==> src/rtl/rv_iopmp_pkg.sv <==
// Shared IOPMP types: access kinds seen by the checker and the check-arbiter FSM states.
package rv_iopmp_pkg;

    typedef enum logic [1:0] {
        ACCESS_NONE      = 2'b00,
        ACCESS_READ      = 2'b01,
        ACCESS_WRITE     = 2'b10,
        ACCESS_EXECUTION = 2'b11
    } access_t;

    typedef enum logic [1:0] {
        IDLE  = 2'b00,
        CHECK = 2'b01,
        RESP  = 2'b10
    } arb_state_e;

    // Index width that stays legal (>=1 bit) even for a single requester.
    function automatic int unsigned idx_width(input int unsigned n);
        return (n > 1) ? $clog2(n) : 1;
    endfunction

endpackage

==> src/rtl/rv_iopmp_rr_select.sv <==
// Combinational round-robin find-first: first valid requester at or above the pointer, wrapping.
module rv_iopmp_rr_select
    import rv_iopmp_pkg::*;
#(
    parameter  int unsigned NUM_REQ = 2,
    localparam int unsigned IDX_W   = idx_width(NUM_REQ)
) (
    input  logic [NUM_REQ-1:0] i_valid,
    input  logic [IDX_W-1:0]   i_ptr,
    output logic [NUM_REQ-1:0] o_grant,
    output logic [IDX_W-1:0]   o_idx,
    output logic               o_any
);

    always_comb begin
        o_grant = '0;
        o_idx   = '0;
        o_any   = 1'b0;
        // Offset i is the distance from the pointer; the first hit wins.
        for (int unsigned i = 0; i < NUM_REQ; i++) begin
            for (int unsigned j = 0; j < NUM_REQ; j++) begin
                if (!o_any && i_valid[j] && (j == (i + 32'(i_ptr)) % NUM_REQ)) begin
                    o_any      = 1'b1;
                    o_grant[j] = 1'b1;
                    o_idx      = IDX_W'(j);
                end
            end
        end
    end

endmodule

==> src/rtl/rv_iopmp_check_arbiter.sv <==
// Round-robin arbiter sharing one IOPMP transaction checker among NUM_REQ requesters.
// Accepted requests are registered, checked for CHECK_LATENCY+1 cycles, then answered with a one-cycle verdict pulse.
module rv_iopmp_check_arbiter
    import rv_iopmp_pkg::*;
#(
    parameter int unsigned NUM_REQ       = 2,
    parameter int unsigned ADDR_WIDTH    = 64,
    parameter int unsigned NB_WIDTH      = 4,
    parameter int unsigned SID_WIDTH     = 1,
    parameter int unsigned CHECK_LATENCY = 0
) (
    input  logic                           clk_i,
    input  logic                           rst_ni,
    input  logic [NUM_REQ-1:0]             req_valid_i,
    output logic [NUM_REQ-1:0]             req_ready_o,
    input  logic [NUM_REQ*ADDR_WIDTH-1:0]  req_addr_i,
    input  logic [NUM_REQ*NB_WIDTH-1:0]    req_num_bytes_i,
    input  logic [NUM_REQ*SID_WIDTH-1:0]   req_sid_i,
    input  access_t [NUM_REQ-1:0]          req_access_i,
    output logic [NUM_REQ-1:0]             rsp_valid_o,
    output logic [NUM_REQ-1:0]             rsp_allow_o,
    output logic                           transaction_en_o,
    output logic [ADDR_WIDTH-1:0]          addr_o,
    output logic [NB_WIDTH-1:0]            num_bytes_o,
    output logic [SID_WIDTH-1:0]           sid_o,
    output access_t                        access_type_o,
    input  logic                           allow_transaction_i
);

    localparam int unsigned IDX_W = idx_width(NUM_REQ);
    localparam int unsigned CNT_W = $clog2(CHECK_LATENCY + 1) + 1;

    arb_state_e            r_state;
    arb_state_e            w_state_next;
    logic [IDX_W-1:0]      r_ptr;
    logic [IDX_W-1:0]      r_idx;
    logic [IDX_W-1:0]      w_idx;
    logic [IDX_W-1:0]      w_ptr_next;
    logic [NUM_REQ-1:0]    w_grant;
    logic                  w_any;
    logic [CNT_W-1:0]      r_cnt;
    logic                  w_cnt_done;
    logic                  r_verdict;
    logic [ADDR_WIDTH-1:0] r_addr;
    logic [NB_WIDTH-1:0]   r_num_bytes;
    logic [SID_WIDTH-1:0]  r_sid;
    access_t               r_access;
    logic [ADDR_WIDTH-1:0] w_sel_addr;
    logic [NB_WIDTH-1:0]   w_sel_num_bytes;
    logic [SID_WIDTH-1:0]  w_sel_sid;
    access_t               w_sel_access;

    rv_iopmp_rr_select #(
        .NUM_REQ(NUM_REQ)
    ) u_rr_select (
        .i_valid(req_valid_i),
        .i_ptr  (r_ptr),
        .o_grant(w_grant),
        .o_idx  (w_idx),
        .o_any  (w_any)
    );

    // With a single requester r_idx is always 0, so the pointer stays tied to 0.
    assign w_ptr_next = (r_idx == IDX_W'(NUM_REQ - 1)) ? '0 : r_idx + 1'b1;
    assign w_cnt_done = (r_cnt == CNT_W'(CHECK_LATENCY));

    always_comb begin
        w_sel_addr      = '0;
        w_sel_num_bytes = '0;
        w_sel_sid       = '0;
        w_sel_access    = ACCESS_NONE;
        for (int unsigned j = 0; j < NUM_REQ; j++) begin
            if (w_grant[j]) begin
                w_sel_addr      = req_addr_i[j*ADDR_WIDTH +: ADDR_WIDTH];
                w_sel_num_bytes = req_num_bytes_i[j*NB_WIDTH +: NB_WIDTH];
                w_sel_sid       = req_sid_i[j*SID_WIDTH +: SID_WIDTH];
                w_sel_access    = req_access_i[j];
            end
        end
    end

    always_ff @(posedge clk_i or negedge rst_ni) begin
        if (!rst_ni) begin
            r_state <= IDLE;
        end else begin
            r_state <= w_state_next;
        end
    end

    always_comb begin
        w_state_next = r_state;
        case (r_state)
            IDLE:    if (w_any) w_state_next = CHECK;
            CHECK:   if (w_cnt_done) w_state_next = RESP;
            RESP:    w_state_next = IDLE;
            default: w_state_next = IDLE;
        endcase
    end

    always_ff @(posedge clk_i or negedge rst_ni) begin
        if (!rst_ni) begin
            r_ptr       <= '0;
            r_idx       <= '0;
            r_cnt       <= '0;
            r_verdict   <= 1'b0;
            r_addr      <= '0;
            r_num_bytes <= '0;
            r_sid       <= '0;
            r_access    <= ACCESS_NONE;
        end else begin
            case (r_state)
                IDLE: begin
                    if (w_any) begin
                        r_idx       <= w_idx;
                        r_cnt       <= '0;
                        r_addr      <= w_sel_addr;
                        r_num_bytes <= w_sel_num_bytes;
                        r_sid       <= w_sel_sid;
                        r_access    <= w_sel_access;
                    end
                end
                CHECK: begin
                    if (w_cnt_done) begin
                        r_verdict <= allow_transaction_i;
                    end else begin
                        r_cnt <= r_cnt + 1'b1;
                    end
                end
                RESP:    r_ptr <= w_ptr_next;
                default: ;
            endcase
        end
    end

    // Ready is gated by reset so a held request is never signalled as accepted while in reset.
    assign req_ready_o      = (r_state == IDLE && rst_ni) ? w_grant : '0;
    assign transaction_en_o = (r_state == CHECK);
    assign addr_o           = r_addr;
    assign num_bytes_o      = r_num_bytes;
    assign sid_o            = r_sid;
    assign access_type_o    = r_access;

    always_comb begin
        rsp_valid_o = '0;
        rsp_allow_o = '0;
        if (r_state == RESP) begin
            rsp_valid_o[r_idx] = 1'b1;
            rsp_allow_o[r_idx] = r_verdict;
        end
    end

endmodule

==> config.mk <==
export PLATFORM = sky130hd
export DESIGN_NAME = rv_iopmp_check_arbiter
export DESIGN_NICKNAME = d
export VERILOG_FILES = /design/src/rtl/rv_iopmp_pkg.sv /design/src/rtl/rv_iopmp_rr_select.sv /design/src/rtl/rv_iopmp_check_arbiter.sv
export SDC_FILE = /design/constraint.sdc
export NUM_CORES = 1
export LEC_CHECK = 0
export BUFFER_PORTS_ARGS = -buffer_cell sky130_fd_sc_hd__buf_2
export CORE_AREA = 8 8 103 105
export DETAILED_ROUTE_END_ITERATION = 16
export DIE_AREA = 0 0 111 113
export PLACE_DENSITY = 0.88
export SLEW_MARGIN = 15
export SYNTH_ARGS = -nofsm -noshare
export SYNTH_HDL_FRONTEND = slang
export SYNTH_SLANG_ARGS = --single-unit
==> constraint.sdc <==
create_clock -name clk_i -period 1.75 [get_ports clk_i]
set_input_delay 0.175 -clock clk_i [delete_from_list [all_inputs] [get_ports clk_i]]
set_output_delay 0.175 -clock clk_i [all_outputs]
set_load 0.03 [all_outputs]
[Yosys cells after proc, flatten, opt, wreduce, memory -nomap -nowiden]
Cells that the tools add are included.
W data, S select, Z words.
Cells by class
  $add $sub $neg: 3
  $lt $le $gt $ge: 2
  eq/ne operators: 4
  mux-type cells: 29
  bitwise gates (word level): 2
  reduce and logical (&&, ||, !) cells: 20
Operators with widths (count)
  $mux W64: 2
  $logic_not A32 Y1: 2
  $mux W1: 15
  $mux W2: 7
  $logic_and A1 B1 Y1: 9
  $mux W4: 2
  $reduce_and A2 Y1: 4
  $pmux W2 S2: 1
  $logic_not A1 Y1: 3
  $add A1 B1 Y1 const B: 2
  $and A2 B2 Y2: 1
  $eq A2 B1 Y1 const B: 1
  $eq A2 B2 Y1 const B: 1
  $logic_not A2 Y1: 1
  $lt A1 B2 Y1 const B: 1
  $ne A2 B1 Y1 const B: 1
  $ne A2 B2 Y1 const B: 1
  $pmux W1 S2: 1
  $reduce_bool A2 Y1: 1
  $add A1 B1 Y1 const A: 1
  $demux W1 S1: 1
  $ge A1 B1 Y1 const B: 1
  $not A1 Y1: 1
Storage, ports and cells
  flip-flop bits (word level): 77
  bits of input ports: 147
  output and inout port bits: 78
  logic and storage cells: 69

[Depth between registers and ports, before layout]
Gate-level depths: netlist (run 1).
  depth after elaboration: 17
  depth in mapped cells: 6
  gate-level depth less buffers: 3

[By module]
A second synthesis (run 1) with hierarchy kept.
Second synthesis, totals
  cells, all modules: 345
  area, all modules: 3514.6 um2
By module, submodules not included
  rv_iopmp_check_arbiter: instances 1, cells an instance 340, area each 3482.1 um2, sequential area each 1901.8 um2
  rv_iopmp_rr_select: instances 1, cells an instance 5, area each 32.5 um2, sequential area each 0.0 um2

[Worst setup path before layout (run 1)]
Ideal clock, no wire load.
  path kind: register to output
  start: reg r_state[0]
  end: out rsp_allow_o[0]
  arrival: 1.404 ns
  required time: 1.575 ns
  slack: 0.171 ns
  cell stages (with the launch flop): 4
  path buffers: 0
  cell sequence: dfrtp_1 -> nand2b_1 -> nor2_1 -> and2_1
On the way
  cells in the longest elaborated chain, start to end: 2
Ends and longest elaborated chain
  start: declaration: line rv_iopmp_check_arbiter.sv:33  | arb_state_e r_state;
  start signal: assignment: line rv_iopmp_check_arbiter.sv:86  | r_state <= w_state_next;
  $eq A2 B2 Y1: line rv_iopmp_check_arbiter.sv:146  | if (r_state == RESP) begin
  $mux W2: line rv_iopmp_check_arbiter.sv:146
  end: declaration: line rv_iopmp_check_arbiter.sv:21  | output logic [NUM_REQ-1:0] rsp_allow_o,
No other way between the ends.

[Final worst setup path (run 1)]
Ends and elaborated chain as after synthesis.

==> impl_metrics.env, run 1 <==
export IMPL_run_status="complete, no violations"
export IMPL_cp_required_ns=1.57
export IMPL_numClockSinks=76
export IMPL_total_power_mw=10.8
export IMPL_crit_path_cell_trace="nand2b_1, nor2_2, and2_1, buf_2"
export IMPL_timing_final_setup_violations=0
export IMPL_die_area_sq_um=12500
export IMPL_synth_area_top_cells="sky130_fd_sc_hd__dfrtp_1 49%, sky130_fd_sc_hd__a32oi_1 16%, sky130_fd_sc_hd__a21oi_2 16%"
export IMPL_drt_iter0_drc=154
export IMPL_globalplace_congestion=0.729
export IMPL_drv_max_cap_violation_count=0
export IMPL_critical_path_max_fanout=5
export IMPL_post_synth_cell_area_avg_sq_um=10.8
export IMPL_synth_yosys_seq_area_share=0.491
export IMPL_h_tree_depth=3
export IMPL_final_instance_count_excl_fill=676
export IMPL_top_level_pins=225
export IMPL_gr_ovfl_total=0
export IMPL_netlist_area_sq_um=3870
export IMPL_clkSlewWorstSetupHoldPaths_ns=0.08
export IMPL_route_detailed_drc=0
export IMPL_place_detailed_hpwl_mm=9.66
export IMPL_netlist_cell_type_count=20
export IMPL_die_w_microns=111
export IMPL_n_fill_cell=798
export IMPL_startpoint_type="register"
export IMPL_die_h_microns=113
export IMPL_yosysWarnings=0
export IMPL_postSynthRegisterBits=76
export IMPL_netSwitchingFraction=0.505
export IMPL_post_route_min_period_ns=1.70
export IMPL_pre_cts_ws_ns=0.290
export IMPL_static_leakage_power_nw=2.37
export IMPL_detailedRoute_firstPassIterationCount=5
export IMPL_vias=3843
export IMPL_grt_pass1_wl_mm=20.6
export IMPL_dpl_cell_count=658
export IMPL_finalHoldViolCount=0
export IMPL_power_per_cell_area_nw_per_um2=2040
export IMPL_synth_fp_nets=504
export IMPL_delay_contributed_by_the_slowest_stage_of_the_critical_path_ns=0.44
export IMPL_finalCoreUtilization=0.591
export IMPL_p_sw_mw=5.46
export IMPL_multi_input_gate_area_in_the_final_layout_sq_um=1740
export IMPL_areaGrowthSynthToFinish_pct=37.2
export IMPL_layout_area_seq_sq_um=1900
export IMPL_maximum_number_of_pins_on_one_net_before_global_route_repair=72
export IMPL_track_usage=0.199
export IMPL_worst_endpoint_arrival_ns=1.53
export IMPL_post_synth_inst_count=357
export IMPL_total_routed_length_mm=13.1
export IMPL_insertedDiodeCount=0
export IMPL_post_route_period_util=0.973
export IMPL_num_nets_final=708
export IMPL_rows=35
export IMPL_report_final_slew_viol_count=0
export IMPL_clkPwrFrac=0.120
export IMPL_slew_limit_headroom=0.639
export IMPL_clockRootBuffer="sky130_fd_sc_hd__clkbuf_8"
export IMPL_final_setup_skew_ns=0.0111
export IMPL_worstPathBufferInverterCount=1
export IMPL_min_path_type="primary input to register"
export IMPL_floorplan_initialDensity=0.431
export IMPL_power_frac_comb=0.581
export IMPL_critPathKind="register to output pin"
export IMPL_achievable_frequency_mhz=587
export IMPL_route_antenna_remaining_nets=0
export IMPL_vdd_drop_max_uv=889
export IMPL_timing_critical_path_to_type="output pin"
export IMPL_wire_length_per_cell_microns=19.3
export IMPL_seq_power_share=0.299
export IMPL_tritoncts_clock_tree="yes"
export IMPL_antenna_violations_before_repair=1
export IMPL_worst_hold_slack_ns=0.0702
export IMPL_grt_pass1_vias=4083
export IMPL_worst_slew_pin_slew_ns=0.542
export IMPL_rsz0062_at_grt="true"
export IMPL_cts_buffer_depth=2
export IMPL_drive_above_1_share=0.586
export IMPL_fp_coreArea_sq_um=8980
export IMPL_synthDominantAreaCellType="sky130_fd_sc_hd__dfrtp_1"
export IMPL_insertion_delay_ns=0.34
export IMPL_cts_inserted_buffers=9
export IMPL_worst_path_dominant_cell_family="simple AND/OR/NAND/NOR gates"
export IMPL_internal_power_mw=5.36
export IMPL_synthDominantCellAreaShare=0.491
export IMPL_io_buffers=224
export IMPL_vias_per_inst=5.68
export IMPL_worst_case_setup_margin_in_the_final_layout_ns=0.0468
export IMPL_crit_slowest_cell="sky130_fd_sc_hd__dfrtp_1"
## registers in the layout (all words and copies together), names as in the netlist
signal         flops
num_bytes_o        4
r_idx              1
r_verdict          1
r_ptr              1
addr_o            64
r_state            2
sid_o              1
access_type_o      2
## cell usage in the layout, fill, tap and decap left out, types with 2 or more instances in the layout
| master | instances |
|---|---|
| sky130_fd_sc_hd__buf_2 | 222 |
| sky130_fd_sc_hd__dfrtp_1 | 76 |
| sky130_fd_sc_hd__a21oi_1 | 73 |
| sky130_fd_sc_hd__a32oi_1 | 71 |
| sky130_fd_sc_hd__a21oi_2 | 69 |
| sky130_fd_sc_hd__buf_4 | 11 |
| sky130_fd_sc_hd__clkbuf_8 | 10 |
| sky130_fd_sc_hd__buf_12 | 5 |
| sky130_fd_sc_hd__clkinv_2 | 3 |
| sky130_fd_sc_hd__nor2_2 | 2 |
| sky130_fd_sc_hd__and2_1 | 2 |
| sky130_fd_sc_hd__nor2b_1 | 2 |
| sky130_fd_sc_hd__nand2_1 | 2 |
## synth_stat cells
| cell type | n |
|---|---|
| sky130_fd_sc_hd__buf_2 | 14 |
| sky130_fd_sc_hd__nand2b_1 | 2 |
| sky130_fd_sc_hd__and2_1 | 2 |
| sky130_fd_sc_hd__o32ai_1 | 1 |
| sky130_fd_sc_hd__and3_1 | 1 |
| sky130_fd_sc_hd__a32oi_1 | 71 |
| sky130_fd_sc_hd__a21boi_1 | 1 |
| sky130_fd_sc_hd__or2_1 | 1 |
| sky130_fd_sc_hd__nor2b_1 | 2 |
| sky130_fd_sc_hd__buf_6 | 8 |
| sky130_fd_sc_hd__a21oi_2 | 69 |
| sky130_fd_sc_hd__inv_1 | 1 |
| sky130_fd_sc_hd__a21oi_1 | 73 |
| sky130_fd_sc_hd__nand2_1 | 2 |
| sky130_fd_sc_hd__mux2_1 | 1 |
| sky130_fd_sc_hd__nor2_1 | 4 |
| sky130_fd_sc_hd__dfrtp_1 | 76 |
| sky130_fd_sc_hd__a21o_1 | 1 |
| sky130_fd_sc_hd__and2_4 | 1 |
| sky130_fd_sc_hd__clkbuf_1 | 26 |
## timing repair
action | in CTS | in global routing
hold buffers | 1 | 0
cloned | 0 | 1
endpoints found under the hold margin | 34 | 0
setup buffers | 1 | 0
pin swaps | 1 | 0
resized for setup | 0 | 4
setup endpoints to repair | 1 | 3
## layer usage
| metal | vias to the layer above | global-route usage | part of all wire |
|---|---|---|---|
| met2 | 174 | 0.345 | 0.51 |
| li1 | 1798 | - | - |
| met3 | 19 | 0.0730 | 0.077 |
| met4 | 2 | 0.0640 | 0.019 |
| met5 | - | 0 | 0.00061 |
| met1 | 1850 | 0.223 | 0.39 |
## worst register-to-register path: stages (launching register included)
cell and delay [ns]:
sky130_fd_sc_hd__dfrtp_1 0.45, sky130_fd_sc_hd__nor2_4 0.19, sky130_fd_sc_hd__and2_4 0.18, sky130_fd_sc_hd__buf_12 0.30, sky130_fd_sc_hd__a21oi_1 0.17
## stage by stage
stage / setup TNS (ns) / area [sq um]
after floorplan: 0 / 3870
after global placement: 0 / 5060
after detailed placement: 0 / 5060
after CTS: 0 / 5270
after global routing: -0.0397 / 5310
final: 0 / 5310
## power groups by stage
| stage | registers (mW) | clock network [mW] | logic (mW) |
|---|---|---|---|
| 3_3_place_gp | 3.19 | 0 | 6.13 |
| 2_1_floorplan | 4.87 | 0 | 2.86 |
| 6_report | 3.23 | 1.30 | 6.29 |
| 5_1_grt | 3.33 | 1.43 | 6.76 |
| 3_5_place_dp | 3.25 | 0 | 6.31 |
| 4_1_cts | 3.23 | 1.34 | 6.31 |
## layout make-up
cell class                 instances  share of cell area
sequential                        76               0.358
timing repair buffer             241               0.252
multi-input combinational        232               0.328
tap                              111              0.0262
clock buffer                      10              0.0259
inverter                           1            0.000707
clock inverter                     5             0.00990
## cell families after synthesis
kind of cell	count (synthesis)	share of synthesized area
and+or+nand+nor	15	0.0210
muxes	1	0.00291
AOI/OAI and AO/OA	216	0.417
buffers and inverters	49	0.0675
DFF	76	0.491
## worst paths after layout
kind / startpoint / to / slack [ns] / cells past startpoint
max in group asynchronous: rst_ni / addr_o[16] / 0.73 / 3
worst max-delay path: r_state[0] / rsp_allow_o[0] / 0.05 / 4
worst min register to register: addr_o[16] / addr_o[16] / 0.51 / 2
worst max register to register: r_state[1] / addr_o[55] / 0.33 / 4
worst min-delay path: allow_transaction_i / r_verdict / 0.07 / 2
min in group asynchronous: rst_ni / r_state[0] / 0.24 / 2
Power figures use the tool's default switching activity.
==> run 2, diff against run 1 <==
--- a/config.mk
+++ b/config.mk
@@ -6,11 +6,15 @@
 export NUM_CORES = 1
 export LEC_CHECK = 0
 export BUFFER_PORTS_ARGS = -buffer_cell sky130_fd_sc_hd__buf_2
-export CORE_AREA = 8 8 103 105
+export CELL_PAD_IN_SITES_DETAIL_PLACEMENT = 1
+export CELL_PAD_IN_SITES_GLOBAL_PLACEMENT = 2
+export CORE_AREA = 8 8 133 135
+export CTS_BUF_LIST = sky130_fd_sc_hd__clkbuf_4 sky130_fd_sc_hd__clkbuf_8 sky130_fd_sc_hd__clkbuf_16
 export DETAILED_ROUTE_END_ITERATION = 16
-export DIE_AREA = 0 0 111 113
-export PLACE_DENSITY = 0.88
+export DIE_AREA = 0 0 141 143
+export PLACE_DENSITY = 0.87
 export SLEW_MARGIN = 15
 export SYNTH_ARGS = -nofsm -noshare
 export SYNTH_HDL_FRONTEND = slang
+export SYNTH_HIERARCHICAL = 1
 export SYNTH_SLANG_ARGS = --single-unit
==> impl_metrics.env, run 2 <==
export IMPL_place_detailed_hpwl_mm=9.93
export IMPL_n_fill_cell=1872
export IMPL_grt_pass1_vias=3925
export IMPL_critPathKind="register to output pin"
export IMPL_cp_required_ns=1.57
export IMPL_run_status="complete, no violations"
export IMPL_post_synth_inst_count=345
export IMPL_synthDominantCellAreaShare=0.541
export IMPL_synth_compound_gate_area_share=0.284
export IMPL_min_path_type="primary input to register"
export IMPL_post_route_period_util=0.955
export IMPL_synth_top_family_by_area="compound AO/OA/AOI/OAI gates"
export IMPL_achievable_frequency_mhz=598
export IMPL_synth_area_mux_share=0.00320
export IMPL_grt_use_met3=0.0441
export IMPL_total_power_mw=10.3
export IMPL_mostFrequentLayoutCell="sky130_fd_sc_hd__buf_2"
export IMPL_grt_pass1_wl_mm=20.0
export IMPL_crit_reg2reg_capture="addr_o[22]"
export IMPL_synth_enable_flop_cells=0
export IMPL_postSynthRegisterBits=76
export IMPL_worst_endpoint_arrival_ns=1.50
export IMPL_io_buffers=224
export IMPL_async_flop_share=1.00
export IMPL_h_tree_depth=3
export IMPL_die_w_microns=141
export IMPL_post_synth_cell_area_avg_sq_um=10.2
export IMPL_synth_yosys_seq_area_share=0.541
export IMPL_drv_max_cap_violation_count=0
export IMPL_netlist_area_sq_um=3510
export IMPL_startpoint_of_the_worst_register_to_register_path="r_ptr"
export IMPL_critical_path_max_fanout=4
export IMPL_vias=3476
export IMPL_synth_xor_area_frac=0
export IMPL_insertion_delay_ns=0.33
export IMPL_finalHoldViolCount=0
export IMPL_route_detailed_drc=0
export IMPL_top_level_pins=225
export IMPL_seq_power_share=0.306
export IMPL_netlist_cell_type_count=27
export IMPL_p_sw_mw=4.95
export IMPL_worst_case_setup_margin_in_the_final_layout_ns=0.0787
export IMPL_crit_slowest_cell="sky130_fd_sc_hd__dfrtp_1"
export IMPL_drt_iter0_drc=67
export IMPL_numClockSinks=76
export IMPL_total_routed_length_mm=13.0
export IMPL_synth_area_top_cells="sky130_fd_sc_hd__dfrtp_1 54%, sky130_fd_sc_hd__a22oi_1 13%, sky130_fd_sc_hd__a21oi_1 8.4%"
export IMPL_synthDominantAreaCellType="sky130_fd_sc_hd__dfrtp_1"
export IMPL_pre_cts_ws_ns=0.297
export IMPL_delay_contributed_by_the_slowest_stage_of_the_critical_path_ns=0.36
export IMPL_internal_power_mw=5.40
export IMPL_r2r_slack_ns=0.27
export IMPL_crit_path_cell_trace="inv_1, a21boi_4, and3_1, buf_2"
export IMPL_power_frac_comb=0.525
export IMPL_setup_total_negative_slack_ns=0
export IMPL_num_nets_final=704
export IMPL_power_per_cell_area_nw_per_um2=2010
export IMPL_track_usage=0.126
export IMPL_die_h_microns=143
export IMPL_global_route_usage_met2=0.211
export IMPL_clkSlewWorstSetupHoldPaths_ns=0.05
export IMPL_timing_final_setup_violations=0
export IMPL_yosysWarnings=6
export IMPL_cts_inserted_buffers=9
export IMPL_route_antenna_remaining_nets=0
export IMPL_worst_slew_pin_slew_ns=0.435
export IMPL_slew_limit_headroom=0.710
export IMPL_report_final_slew_viol_count=0
export IMPL_floorplan_initialDensity=0.225
export IMPL_worst_path_dominant_cell_family="flip-flops"
export IMPL_min_delay_worst_endpoint="r_verdict"
export IMPL_ff2ff_path_depth=6
export IMPL_timing_critical_path_to_type="output pin"
export IMPL_postSynth_topFlopCell="sky130_fd_sc_hd__dfrtp_1"
export IMPL_maximum_number_of_pins_on_one_net_before_global_route_repair=80
export IMPL_holdPathStages=2
export IMPL_groute_layer_met1_usage=0.136
export IMPL_clkPwrFrac=0.169
export IMPL_gr_ovfl_total=0
export IMPL_drive_above_1_share=0.485
export IMPL_mostFrequentLayoutCells="223 x sky130_fd_sc_hd__buf_2, 76 x sky130_fd_sc_hd__dfrtp_1, 73 x sky130_fd_sc_hd__nor2_1"
export IMPL_netSwitchingFraction=0.478
export IMPL_synth_fp_nets=492
export IMPL_cts_buffer_depth=2
export IMPL_die_area_sq_um=20200
export IMPL_post_route_min_period_ns=1.67
export IMPL_grt_busiest_layer="met2"
export IMPL_largest_register_ff_count=64
export IMPL_antenna_violations_before_repair=1
export IMPL_finalCoreUtilization=0.330
export IMPL_clockRootBuffer="sky130_fd_sc_hd__clkbuf_16"
export IMPL_tritoncts_clock_tree="yes"
export IMPL_ys_top_cells_by_count="76 x sky130_fd_sc_hd__dfrtp_1, 74 x sky130_fd_sc_hd__nor2_1, 59 x sky130_fd_sc_hd__a21oi_1, 59 x sky130_fd_sc_hd__a22oi_1, 19 x sky130_fd_sc_hd__buf_2"
export IMPL_areaGrowthSynthToFinish_pct=46.6
export IMPL_startpoint_type="register"
export IMPL_synth_most_common_cell="sky130_fd_sc_hd__dfrtp_1"
export IMPL_static_leakage_power_nw=2.45
export IMPL_final_setup_skew_ns=0.00788
export IMPL_fp_coreArea_sq_um=15600
export IMPL_rows=46
export IMPL_vdd_drop_max_uv=706
export IMPL_vias_per_inst=4.47
export IMPL_post_synth_fa_ha_maj_area_fraction=0
export IMPL_rsz0062_at_grt="false"
export IMPL_setup_fix_buffers_added_after_clock_tree_synthesis=0
export IMPL_wire_length_per_cell_microns=16.7
export IMPL_detailedRoute_firstPassIterationCount=4
export IMPL_worstPathBufferInverterCount=2
export IMPL_yosys_area_share_simple=0.107
export IMPL_globalplace_congestion=0.764
export IMPL_min_from="allow_transaction_i"
-- run 2: cell count changes after synthesis, sizes merged, moves of 2 or more --
cell	delta
a21boi	+2
buf	+9
a31oi	+2
a22oi	+69
clkbuf	-25
a21oi	-73
nor2	+70
nand3b	+2
a32oi	-71
-- run 2: layer usage --
metal,vias to the layer above,part of all wire
li1,1663,-
met5,-,0.0010
met2,136,0.50
met1,1646,0.39
met4,2,0.033
met3,29,0.077
-- run 2: how the worst max path moves through the flow --
stage          startpoint              to  slack (ns)  cells after the start
2_1_floorplan  r_state[0]  rsp_allow_o[0]        0.16                      3
3_3_place_gp        r_ptr      addr_o[12]        0.37                      6
3_5_place_dp        r_ptr      addr_o[23]        0.30                      6
4_1_cts        r_state[0]  rsp_allow_o[0]       0.008                      4
5_1_grt        r_state[0]  rsp_allow_o[0]       0.003                      4
6_report            r_ptr  req_ready_o[1]        0.08                      4
-- run 2: kinds of logic after synthesis --
group	count (synthesis)
AO/OA/AOI/OAI	145
buffers and inverters	34
flip-flops	76
multiplexers	1
AND/OR/NAND/NOR	89
-- run 2: timing repair --
action,CTS,global route
gates resized for setup,0,1
endpoints found under the hold margin,76,0
setup endpoints to repair,0,1
hold buffers,1,0
-- run 2: through the flow --
stage / hold slack [ns] / instance area, sq um / cells
after floorplan: -0.121 / 3510 / 345
after global placement: 0.254 / 4860 / 761
after detailed placement: 0.265 / 4860 / 761
after CTS: 0.0600 / 5150 / 777
after global routing: 0.0762 / 5150 / 777
final: 0.0803 / 5150 / 778
-- run 2: layout make-up --
cell class              instances  area (sq um)  area share
clock buffers                  13           268      0.0520
inverters                       2          7.51     0.00146
repair buffers                233          1280       0.249
diodes                          1          2.50    0.000486
flip-flops and latches         76          1900       0.369
multi-input cells             235          1410       0.274
clock inverters                 2          10.0     0.00194
well taps                     216           270      0.0525
-- run 2: power groups by stage --
stage	Sequential (mW)	Clock, mW	Combinational, mW
floorplan	4.88	0	2.09
global placement	3.16	0	5.33
detailed placement	3.19	0	5.52
CTS	3.18	1.82	5.53
global route	3.30	1.89	5.89
finish	3.17	1.75	5.43
==> run 3, diff against run 2 <==
--- a/config.mk
+++ b/config.mk
@@ -5,14 +5,15 @@
 export SDC_FILE = /design/constraint.sdc
 export NUM_CORES = 1
 export LEC_CHECK = 0
+export ABC_AREA = 1
 export BUFFER_PORTS_ARGS = -buffer_cell sky130_fd_sc_hd__buf_2
 export CELL_PAD_IN_SITES_DETAIL_PLACEMENT = 1
 export CELL_PAD_IN_SITES_GLOBAL_PLACEMENT = 2
-export CORE_AREA = 8 8 133 135
+export CORE_AREA = 8 8 144 146
 export CTS_BUF_LIST = sky130_fd_sc_hd__clkbuf_4 sky130_fd_sc_hd__clkbuf_8 sky130_fd_sc_hd__clkbuf_16
 export DETAILED_ROUTE_END_ITERATION = 16
-export DIE_AREA = 0 0 141 143
-export PLACE_DENSITY = 0.87
+export DIE_AREA = 0 0 152 154
+export PLACE_DENSITY = 0.88
 export SLEW_MARGIN = 15
 export SYNTH_ARGS = -nofsm -noshare
 export SYNTH_HDL_FRONTEND = slang
==> impl_metrics.env, run 3 <==
export IMPL_drv_max_cap_violation_count=0
export IMPL_worst_slew_pin_slew_ns=0.446
export IMPL_detailedRoute_firstPassIterationCount=4
export IMPL_worst_hold_slack_ns=0.0525
export IMPL_insertion_delay_ns=0.33
export IMPL_fp_coreArea_sq_um=18500
export IMPL_power_frac_comb=0.536
export IMPL_track_usage=0.136
export IMPL_p_sw_mw=5.41
export IMPL_slew_limit_headroom=0.703
export IMPL_clkSlewWorstSetupHoldPaths_ns=0.06
export IMPL_timing_final_setup_violations=0
export IMPL_antenna_violations_before_repair=4
export IMPL_vdd_drop_max_uv=764
export IMPL_io_buffers=224
export IMPL_grt_pass1_wl_mm=25.7
export IMPL_die_area_sq_um=23400
export IMPL_cts_inserted_buffers=9
export IMPL_post_route_period_util=0.957
export IMPL_maximum_number_of_pins_on_one_net_before_global_route_repair=77
export IMPL_h_tree_depth=3
export IMPL_finalHoldViolCount=0
export IMPL_seq_power_share=0.292
export IMPL_areaGrowthSynthToFinish_pct=43.8
export IMPL_worst_path_dominant_cell_family="buffers and inverters"
export IMPL_netSwitchingFraction=0.498
export IMPL_synthDominantCellAreaShare=0.481
export IMPL_synth_yosys_seq_area_share=0.481
export IMPL_placedInstanceArea_sq_um=5340
export IMPL_r2r_slack_ns=0.35
export IMPL_synthDominantAreaCellType="sky130_fd_sc_hd__dfrtp_1"
export IMPL_postSynthRegisterBits=76
export IMPL_rows=50
export IMPL_globalplace_congestion=0.757
export IMPL_synth_area_top_cells="sky130_fd_sc_hd__dfrtp_1 48%, sky130_fd_sc_hd__nand2_1 35%, sky130_fd_sc_hd__nand3_1 9.0%"
export IMPL_floorplan_initialDensity=0.214
export IMPL_timing_critical_path_to_type="output pin"
export IMPL_vias_per_inst=4.26
export IMPL_achievable_frequency_mhz=597
export IMPL_clockRootBuffer="sky130_fd_sc_hd__clkbuf_16"
export IMPL_post_synth_cell_area_avg_sq_um=6.90
export IMPL_startpoint_type="register"
export IMPL_post_route_min_period_ns=1.67
export IMPL_grt_pass1_vias=4778
export IMPL_critical_path_max_fanout=20
export IMPL_synth_enable_flop_cells=0
export IMPL_delay_contributed_by_the_slowest_stage_of_the_critical_path_ns=0.41
export IMPL_place_detailed_hpwl_mm=11.7
export IMPL_top_level_pins=225
export IMPL_route_detailed_drc=0
export IMPL_numClockSinks=76
export IMPL_ys_top_cells_by_count="367 x sky130_fd_sc_hd__nand2_1, 76 x sky130_fd_sc_hd__dfrtp_1, 71 x sky130_fd_sc_hd__nand3_1"
export IMPL_crit_path_cell_trace="nand2_1, nand2_2, inv_4, buf_12, nor2_1, clkbuf_4"
export IMPL_route_antenna_remaining_nets=0
export IMPL_drive_above_1_share=0.328
export IMPL_crit_slowest_cell="sky130_fd_sc_hd__dfrtp_1"
export IMPL_cp_required_ns=1.57
export IMPL_internal_power_mw=5.45
export IMPL_total_routed_length_mm=16.0
export IMPL_critPathKind="register to output pin"
export IMPL_mostFrequentLayoutCells="366 x sky130_fd_sc_hd__nand2_1, 222 x sky130_fd_sc_hd__buf_2, 76 x sky130_fd_sc_hd__dfrtp_1"
export IMPL_wl_met2_mm=7.13
export IMPL_synth_most_common_cell="sky130_fd_sc_hd__nand2_1"
export IMPL_post_synth_inst_count=573
export IMPL_run_status="complete, no violations"
export IMPL_postSynth_topFlopCell="sky130_fd_sc_hd__dfrtp_1"
export IMPL_clkPwrFrac=0.171
export IMPL_vias=4372
export IMPL_report_final_slew_viol_count=0
export IMPL_wire_length_per_cell_microns=15.6
export IMPL_routed_top_layer="met5"
export IMPL_synth_fp_nets=720
export IMPL_met3WireLength_mm=1.54
export IMPL_worst_endpoint_arrival_ns=1.50
export IMPL_power_per_cell_area_nw_per_um2=1910
export IMPL_mostFrequentLayoutCell="sky130_fd_sc_hd__nand2_1"
export IMPL_min_path_type="primary input to register"
export IMPL_length_of_routed_wiring_on_met1_mm=7.11
export IMPL_largest_register_ff_count=64
export IMPL_async_flop_share=1.00
export IMPL_yosysWarnings=6
export IMPL_netlist_cell_type_count=17
export IMPL_netlist_area_sq_um=3950
export IMPL_die_w_microns=152
export IMPL_drt_iter0_drc=155
export IMPL_tritoncts_clock_tree="yes"
export IMPL_post_route_cell_area_sq_um=5690
export IMPL_static_leakage_power_nw=3.48
export IMPL_die_h_microns=154
export IMPL_num_nets_final=933
export IMPL_worstPathBufferInverterCount=3
export IMPL_total_power_mw=10.9
export IMPL_final_setup_skew_ns=0.00615
export IMPL_cts_buffer_depth=2
export IMPL_gr_ovfl_total=0
[run 3: cell types whose count changed after synthesis, moves of 6 or more]
| cell | before | now |
|---|---|---|
| sky130_fd_sc_hd__a22oi_2 | 10 | 0 |
| sky130_fd_sc_hd__buf_4 | 7 | 14 |
| sky130_fd_sc_hd__nand2_1 | 3 | 367 |
| sky130_fd_sc_hd__a21oi_2 | 10 | 0 |
| sky130_fd_sc_hd__nor2_1 | 74 | 4 |
| sky130_fd_sc_hd__nand3_1 | 0 | 71 |
| sky130_fd_sc_hd__a22oi_1 | 59 | 0 |
| sky130_fd_sc_hd__inv_1 | 2 | 8 |
| sky130_fd_sc_hd__a21oi_1 | 59 | 1 |
[run 3: through the flow]
stage,instances,TNS (ns),util,setup slack [ns]
2_1_floorplan,573,0,-,0.271
3_3_place_gp,1006,0,0.289,0.417
3_5_place_dp,1006,0,0.289,0.362
4_1_cts,1022,0,0.306,0.0121
5_1_grt,1026,-0.0107,0.308,-0.0107
6_report,1026,0,0.308,0.0754
[run 3: path summary, 6_finish.rpt]
kind | startpoint | to | cells after the start
setup / recovery | r_ptr | req_ready_o[1] | 6
hold reg to reg | addr_o[11] | addr_o[11] | 2
setup reg to reg | r_ptr | addr_o[13] | 7
hold / removal | allow_transaction_i | r_verdict | 3
max in group asynchronous | rst_ni | addr_o[33] | 3
min in group asynchronous | rst_ni | addr_o[41] | 3
[run 3: power groups by stage]
stage	clock network [mW]	logic (mW)	registers (mW)
6_report	1.86	5.82	3.17
5_1_grt	2.02	6.42	3.30
4_1_cts	1.95	5.90	3.19
3_5_place_dp	0	5.89	3.20
3_3_place_gp	0	5.83	3.18
2_1_floorplan	0	2.20	4.85
[run 3: kinds of logic after synthesis]
kind of cell,after synthesis,synth area share
buffers and inverters,47,0.0658
flip-flops,76,0.481
AND/OR/NAND/NOR,447,0.449
AO/OA/AOI/OAI,3,0.00380
[run 3: cell type report]
| class | instances | area [sq um] |
|---|---|---|
| fill | 2343 | 12800 |
| sequential | 76 | 1900 |
| multi-input combinational | 450 | 1810 |
| timing repair buffer | 239 | 1350 |
| tap | 234 | 293 |
| clock buffer | 10 | 239 |
| clock inverter | 5 | 52.6 |
| inverter | 10 | 42.5 |
| antenna | 2 | 5.00 |
[run 3: layer usage]
layer,global-route usage,up-vias
met5,0,-
li1,-,2190
met2,0.215,156
met3,0.0653,17
met1,0.161,2003
met4,0.0381,6
[run 3: tightest hold or removal path, stage by stage]
cell	delay [ns]
sky130_fd_sc_hd__buf_2	0.07
sky130_fd_sc_hd__nand2_1	0.04
sky130_fd_sc_hd__o21ai_0	0.06
[run 3: repair_timing]
| item | 4_1_cts | 5_1_grt |
|---|---|---|
| gates resized for setup | 0 | 2 |
| endpoints found under the hold margin | 76 | 0 |
| buffers inserted | 0 | 1 |
| hold buffers | 1 | 0 |
| setup endpoints to repair | 0 | 1 |
